$ cat config.mk
export PLATFORM = sky130hd
export DESIGN_NAME = aes_mixcol_state_engine
export DESIGN_NICKNAME = d
export VERILOG_FILES = /design/src/rtl/aes_mixcol_state_engine.sv
export SDC_FILE = /design/constraint.sdc
export NUM_CORES = 1
export LEC_CHECK = 0
export CELL_PAD_IN_SITES_DETAIL_PLACEMENT = 0
export CELL_PAD_IN_SITES_GLOBAL_PLACEMENT = 1
export CORE_UTILIZATION = 41
export CTS_BUF_LIST = sky130_fd_sc_hd__clkbuf_2 sky130_fd_sc_hd__clkbuf_4 sky130_fd_sc_hd__clkbuf_8
export CTS_CLUSTER_DIAMETER = 200
export DETAILED_ROUTE_END_ITERATION = 8
export GPL_TIMING_DRIVEN = 0
export PLACE_DENSITY = 0.85
export SYNTH_ARGS = -nofsm -noshare
export SYNTH_HDL_FRONTEND = slang
export SYNTH_SLANG_ARGS = --single-unit
$ cat constraint.sdc
create_clock -name clk -period 12.7 [get_ports clk]
set_clock_uncertainty 0.2 [all_clocks]
set_input_delay 2.54 -clock clk [delete_from_list [all_inputs] [get_ports clk]]
set_output_delay 2.54 -clock clk [all_outputs]
set_load 0.05 [all_outputs]
$ cat src/rtl/aes_mixcol_state_engine.sv
// Iterative AES MixColumns/InvMixColumns over a 128-bit state, one column per clock.
// Column c of the state sits at bits [127-32c -: 32]; byte A is the top byte of a column.

module aes_mixcol_column (
  input  logic [31:0] col,
  input  logic        inverse,
  output logic [31:0] res
);
  function automatic logic [7:0] xt(input logic [7:0] v);
    return {v[6:0], 1'b0} ^ (v[7] ? 8'h1b : 8'h00);
  endfunction

  function automatic logic [7:0] m2(input logic [7:0] v);
    return xt(v);
  endfunction

  function automatic logic [7:0] m3(input logic [7:0] v);
    return xt(v) ^ v;
  endfunction

  // Inverse multipliers share the x2/x4/x8 chain
  function automatic logic [7:0] m9(input logic [7:0] v);
    return xt(xt(xt(v))) ^ v;
  endfunction

  function automatic logic [7:0] mb(input logic [7:0] v);
    return xt(xt(xt(v))) ^ xt(v) ^ v;
  endfunction

  function automatic logic [7:0] md(input logic [7:0] v);
    return xt(xt(xt(v))) ^ xt(xt(v)) ^ v;
  endfunction

  function automatic logic [7:0] me(input logic [7:0] v);
    return xt(xt(xt(v))) ^ xt(xt(v)) ^ xt(v);
  endfunction

  logic [7:0] a, b, c, d;
  assign {a, b, c, d} = col;

  always_comb begin
    res = '0;
    if (inverse)
      res = {me(a) ^ mb(b) ^ md(c) ^ m9(d),
             m9(a) ^ me(b) ^ mb(c) ^ md(d),
             md(a) ^ m9(b) ^ me(c) ^ mb(d),
             mb(a) ^ md(b) ^ m9(c) ^ me(d)};
    else
      res = {m2(a) ^ m3(b) ^ c ^ d,
             a ^ m2(b) ^ m3(c) ^ d,
             a ^ b ^ m2(c) ^ m3(d),
             m3(a) ^ b ^ c ^ m2(d)};
  end
endmodule

module aes_mixcol_state_engine (
  input  logic         clk,
  input  logic         reset,
  input  logic         in_valid,
  output logic         in_ready,
  input  logic [127:0] in_state,
  input  logic         in_inverse,
  output logic         out_valid,
  input  logic         out_ready,
  output logic [127:0] out_state,
  output logic         busy
);
  typedef enum logic [1:0] {IDLE, RUN, DONE} state_t;

  state_t          state_q, state_d;
  logic [1:0]      col_cnt;
  logic            mode;
  logic            in_ready_q, out_valid_q;
  logic [3:0][31:0] work, result;
  logic [31:0]     col_res;

  // Column 0 is the most significant word, so packed index is ~col_cnt
  aes_mixcol_column u_col (
    .col     (work[~col_cnt]),
    .inverse (mode),
    .res     (col_res)
  );

  always_ff @(posedge clk or posedge reset)
    if (reset) state_q <= IDLE;
    else       state_q <= state_d;

  always_comb begin
    state_d = state_q;
    case (state_q)
      IDLE:    if (in_valid && in_ready_q) state_d = RUN;
      RUN:     if (col_cnt == 2'd3) state_d = DONE;
      DONE:    if (out_ready) state_d = IDLE;
      default: state_d = IDLE;
    endcase
  end

  always_ff @(posedge clk or posedge reset) begin
    if (reset) begin
      work        <= '0;
      result      <= '0;
      col_cnt     <= '0;
      mode        <= 1'b0;
      in_ready_q  <= 1'b0;
      out_valid_q <= 1'b0;
    end else begin
      case (state_q)
        IDLE: begin
          if (in_valid && in_ready_q) begin
            work       <= in_state;
            mode       <= in_inverse;
            col_cnt    <= 2'd0;
            in_ready_q <= 1'b0;
          end else begin
            in_ready_q <= 1'b1;
          end
        end
        RUN: begin
          result[~col_cnt] <= col_res;
          col_cnt          <= col_cnt + 2'd1;
          if (col_cnt == 2'd3) out_valid_q <= 1'b1;
        end
        DONE: begin
          if (out_ready) begin
            out_valid_q <= 1'b0;
            in_ready_q  <= 1'b1;
          end
        end
        default: ;
      endcase
    end
  end

  assign in_ready  = in_ready_q;
  assign out_valid = out_valid_q;
  assign out_state = result;
  assign busy      = (state_q != IDLE);
endmodule

==> summary.md <==
| Metric | Value |
|---|---|
| Detail Route Antenna Nets | 0 |
| Max_slew headroom | 0.514 |
| CP Max Fanout | 6 |
| FF-to-FF Start | col_cnt[1] |
| Initial antenna violation count | 0 |
| WS Path Type | reg -> out |
| Clock Path Buffers | 3 |
| Pin count of the biggest net entering global routing | 122 |
| I/O pin cnt | 264 |
| Vias in the first global route | 10000 |
| Final setup viols | 0 |
| Syn Area/Cell | 9.96 um^2 |
| GRT Overall Usage | 0.238 |
| Root buf cell | clkbuf_8 |
| H-tree depth | 2 |
| Synth unique cells | 33 |
| Clk_lat worst skew | 0.55 ns |
| Hold_sp | work[55] |
| Worst Reg-to-Reg Cells | 12 |
| Status | finished clean |
| CTS resizes | 0 |
| Layout Nets | 1699 |
| Actual slew at the worst max-slew pin | 0.724 ns |
| Avg WL per Cell | 18.3 um |
| Num CTS Buffers | 44 |
| Final Hold Fails | 0 |
| Final Max Tran Viols | 0 |
| Hold Path Depth | 2 |
| CORE AREA | 29800 um^2 |
| Top cells by count, synth | nand2_1 (529), dfrtp_1 (263), xnor2_1 (124), o21ai_0 (107), clkbuf_1 (54) |
| FF-to-FF End | out_state[35] |
| Post-synthesis register bit count | 263 |
| Area of the multi-input gates | 5530 um^2 |
| Hold_buf cts | 0 |
| Die X-Extent | 176 um |
| Sequential fraction of the synthesis area | 0.528 |
| FF-to-FF setup slack | 8.27 ns |
| CTS tree | done |
| Cell Rows | 63 |
| Design Area, Final | 16500 um^2 |
| DRT Pass-1 Iters | 4 |
| Worst setup startpoint | state_q[0] |
| Most common cell in the synthesized netlist | nand2_1 |
| CP Launch Type | flip-flop |
| Async S/R FF share, synth | 1.00 |
| Achievable Freq | 0.215 GHz |
| Diode count | 0 |
| Area growth syn-to-layout | 32.8% |
| WL final | 36.3 mm |
| Post-synth top area share | 0.528 |
| Place WS | 7.61 ns |
| Setup WS post-layout | 8.04 ns |
| Final HPWL DP | 27.6 mm |
| Clock sink count | 263 |
| Register area | 6580 um^2 |
| Fill count | 2728 |
| Number of synthesized flops with an enable pin | 0 |
| 1st-iter DRT viols | 619 |
| Starting Density | 0.418 |
| Synth area leader | dfrtp_1 |
| Yosys warns | 0 |
| Post-CTS setup repair buffer count | 0 |
| Final min period | 4.66 ns |
| Critical Path RT | 9.96 ns |
| Min Hold Slack | 0.271 ns |
| Routed vias | 9833 |
| Max Cap Viol | 0 |
| Area of the die | 31100 um^2 |
| Vias per cell | 4.97 |
| Final core utilization | 0.555 |
| Most used DFF post-synth | dfrtp_1 |
| RSZ-0062 raised after global routing | no |
| Die height | 176 um |
| Syn_nets | 1388 |
| Post-synthesis cell area | 12500 um^2 |
| IO Port Bufs | 263 |
| Hold Path Sink | work[55] |
| Tcrit/Tclk final | 0.367 |
| Synth Instances | 1251 |
| Share of cells above drive strength 1 | 0.0881 |
| Worst hold path type | reg -> reg |
| Grt ovf | 0 |
| First-pass GRT wire length | 55.7 mm |
| Synth area leaders | dfrtp_1 (53%), nand2_1 (16%), xnor2_1 (8.7%), mux4_2 (5.8%), o21ai_0 (4.3%) |
| DRC | 0 |
| RePlAce Congestion | 0.855 |
| Setup crit end kind | output port |
| Crit path DAT | 1.92 ns |
| Area after DPL | 15600 um^2 |
| Clock transition at the registers of the reported paths | 0.06 ns |
[routing by layer]
layer	wire length, um	GRT usage	share of wire
met1	15800	0.326	0.44
met2	17000	0.386	0.47
met3	2440	0.0401	0.067
met4	1010	0.0757	0.028
met5	0	0	0
[worst max-delay path, cell delays in order, from the launching register on]
cell	delay, ns
dfrtp_1	0.43
nor2_1	0.19
inv_1	0.05
clkdlybuf4s50_1	0.70
[flip-flops by register name (all words and copies together) (netlist names)]
name       flops
work         128
in_ready       1
mode           1
col_cnt        2
state_q        2
out_valid      1
out_state    128
[cells in the final DEF (no fill, tap or decap), types with 2 or more instances in the layout]
cell and instances:
nand2_1 529, dfrtp_1 263, clkdlybuf4s50_1 263, xnor2_1 124
o21ai_0 107, clkbuf_1 54, clkbuf_8 54, mux4_2 32
xor2_1 31, o21ai_1 25, clkbuf_4 15, xnor3_1 11
xnor2_2 11, nor2_1 7, buf_2 6, a21oi_1 6
mux2i_1 6, inv_1 6, buf_1 5, ha_1 4
clkinv_2 4, xor2_2 3, buf_4 2, o31ai_1 2
nand3_1 2, buf_6 2, buf_8 2, buf_16 2
[logic make-up (layout without fill, tap and decap cells)]
kind of cell	count (synthesis)	in the layout	synth area share
buf+inv	78	417	0.0277
simple gates	543	543	0.165
fa+ha+maj	4	4	0.00402
mux	38	38	0.0627
flops	263	263	0.528
compound gates	141	141	0.0573
xor+xnor	184	184	0.155
[stage by stage]
stage                     instances  TNS [ns]
after floorplan                1251         0
after global placement         1904    -85.15
after detailed placement       1906         0
after CTS                      1980         0
after global routing           1980         0
final                          1980         0
[worst max path at each step]
| stage | to | depth (start not counted) |
|---|---|---|
| after floorplan | col_cnt[0] | 1 |
| after global placement | work[110] | 2 |
| after detailed placement | work[113] | 7 |
| after CTS | busy | 3 |
| after global routing | busy | 3 |
| final | busy | 3 |
[final cells by class]
class | count | area share
Sequential cell | 263 | 0.398
Multi-Input combinational cell | 910 | 0.334
Timing Repair Buffer | 265 | 0.162
Clock buffer | 69 | 0.0517
Tap cell | 390 | 0.0295
Buffer | 71 | 0.0193
Clock inverter | 5 | 0.00302
Inverter | 7 | 0.00204
Power is not shown: default switching activity piles up to over one toggle a cycle in this logic, so the estimate is an artifact.
==> RTL change (same flow settings) <==
Make the reset (`reset`) synchronous in 2 clocked blocks.
--- a/src/rtl/aes_mixcol_state_engine.sv
+++ b/src/rtl/aes_mixcol_state_engine.sv
@@ -82,5 +82,5 @@
   );
 
-  always_ff @(posedge clk or posedge reset)
+  always_ff @(posedge clk)
     if (reset) state_q <= IDLE;
     else       state_q <= state_d;
@@ -96,5 +96,5 @@
   end
 
-  always_ff @(posedge clk or posedge reset) begin
+  always_ff @(posedge clk) begin
     if (reset) begin
       work        <= '0;
Formal check against the unedited RTL: not equivalent (a bounded check fails within 4 cycles, from zero or initial values and one cycle with reset high; the reset may be asserted at any time).
==> RTL change against the original RTL <==
  * Area after synthesis grew 0.40%
  * Wire length grew 13%
  * Synthesized cell count grew 9.2%
  * Sequential cell count is the same
  * Register-to-register slack gained 0.20 ns
  * Die area grew 0.40%
  * Design area grew 0.34%
  * Worst setup slack lost 0.11 ns
Power is left out: it rests on default switching activity, and per cell area and clock period it moved more than threefold.
==> RTL change: results (changes against the original RTL) <==
Setup path
  – CP top delay family: buffers and inverters
  – Critical Path Start: in_valid
  – Startpoint class of the critical path: input pin
  – Critical R2R Launch: col_cnt[0]
  – WP data arrival: 5.05 ns (+3.13 ns)
  – Critical Path Max Stage Delay: 0.63 ns (-0.07 ns)
  – Critical-path top delay cell: clkbuf_1
  – CP max FO: 10 (+4)

Final layout
  – Filler instances: 2757 (+1.1%)
  – Share of cells above drive strength 1: 0.0933 (+0.00520)
  – Number of diodes: 0 (unchanged)
  – Nets: 1810 (+6.5%)

Placement
  – Gp weighted congestion: 0.924 (+8.1%)
  – I/O Buffers: 262 (-0.38%)
  – Hpwl dp: 31500 microns (+14%)

STA
  – Final setup fails: 0 (unchanged)
  – Hold Fails Final Rpt: 0 (unchanged)
  – Max_slew headroom: 0.460 (-0.0533)

Yosys
  – Top cells by area, synth: dfxtp_1 (42%), nand2_1 (8.7%), xnor2_1 (8.0%)
  – Unique masters post-synth: 48 (+45%)
  – Yosys top cell area share: 0.421 (-0.107)
  – Ys Warns: 0 (unchanged)
  – Commonest cells post-synth: nand2_1 (290), dfxtp_1 (263), a21oi_1 (152)
  – Syn_nets: 1503 (+8.3%)
  – FFs w/ async S/R, synth: 0 (-1.00)
  – Main synth FF type: dfxtp_1
  – Post-synthesis sequential area ratio: 0.421 (-0.107)

Routing
  – Vias: 11000 (+12%)
  – Drt pass-1 iters: 6 (+2)
  – 1st-iter DRT viols: 800 (+29%)
  – WL/cell: 19.5 microns (+6.7%)

Clock network
  – CTS-repair resized insts: 0 (unchanged)
  – Num CTS Buffers: 43 (-2.3%)
  – Clk buf depth: 3 (unchanged)
  – Root buf cell: clkbuf_8
  – H-tree depth: 2 (unchanged)
  – Worst-path clk slew: 0.06 ns (about the same)
  – Cts-stage hold buffer count: 0 (unchanged)
  – Clock latency on the worst-skew pair: 0.59 ns (+0.04 ns)
  – Postcts setup bufs: 0 (unchanged)

GRT
  – GRT Overall Usage: 0.262 (+0.0245)
  – Pin count of the biggest net entering global routing: 13 (-89%)
  – First-pass GRT wire length: 61800 microns (+11%)
  – Initial antenna violation count: 0 (unchanged)

Run status
  – Outcome: complete, no violations

Min path
  – Min-delay src: work[59]
  – Worst hold path type: register to register
## RTL change: cells by family (layout without fill, tap and decap cells)
kind of cell	count (synthesis)	count (layout)	share of synthesized area
AND/OR/NAND/NOR	472	472	0.149
AO/OA/AOI/OAI	280	280	0.141
flip-flops	263	263	0.421
XOR/XNOR	194	194	0.182
buffers and inverters	116	455	0.0406
multiplexers	37	37	0.0629
adder cells (fa/ha/maj)	4	4	0.00400
## RTL change: cell type report
cell class,instances,share of cell area
repair buffers,262,0.158
multi-input cells,987,0.406
well taps,390,0.0294
flip-flops and latches,263,0.317
clock inverters,16,0.0118
plain buffers,113,0.0299
clock buffers,61,0.0476
inverters,3,0.000678
## RTL change: final timing paths
kind	to	slack (ns)	depth (start not counted)
worst max-delay path	work[18]	7.93	7
worst max register to register	out_state[60]	8.47	9
worst min register to register	work[59]	0.25	2
worst min-delay path	work[59]	0.25	2
## RTL change: routing by layer
| layer | part of all wire | track usage |
|---|---|---|
| met5 | 0 | 0 |
| met4 | 0.029 | 0.0887 |
| met2 | 0.48 | 0.444 |
| met3 | 0.070 | 0.0350 |
| met1 | 0.42 | 0.344 |
## RTL change: tightest hold or removal path: stages (launching register included)
cell and delay (ns):
dfxtp_1 0.30, nand2_1 0.05, a21oi_1 0.05
## RTL change: through the flow
stage,worst slack (ns),area [sq um],std cells,util,hold slack [ns]
floorplan,8.85,12500,1366,-,0.233
global placement,7.36,15600,2018,0.524,0.239
detailed placement,7.38,15600,2018,0.524,0.246
CTS,7.96,16600,2095,0.557,0.254
global route,7.80,16600,2095,0.557,0.269
finish,7.93,16600,2095,0.557,0.254
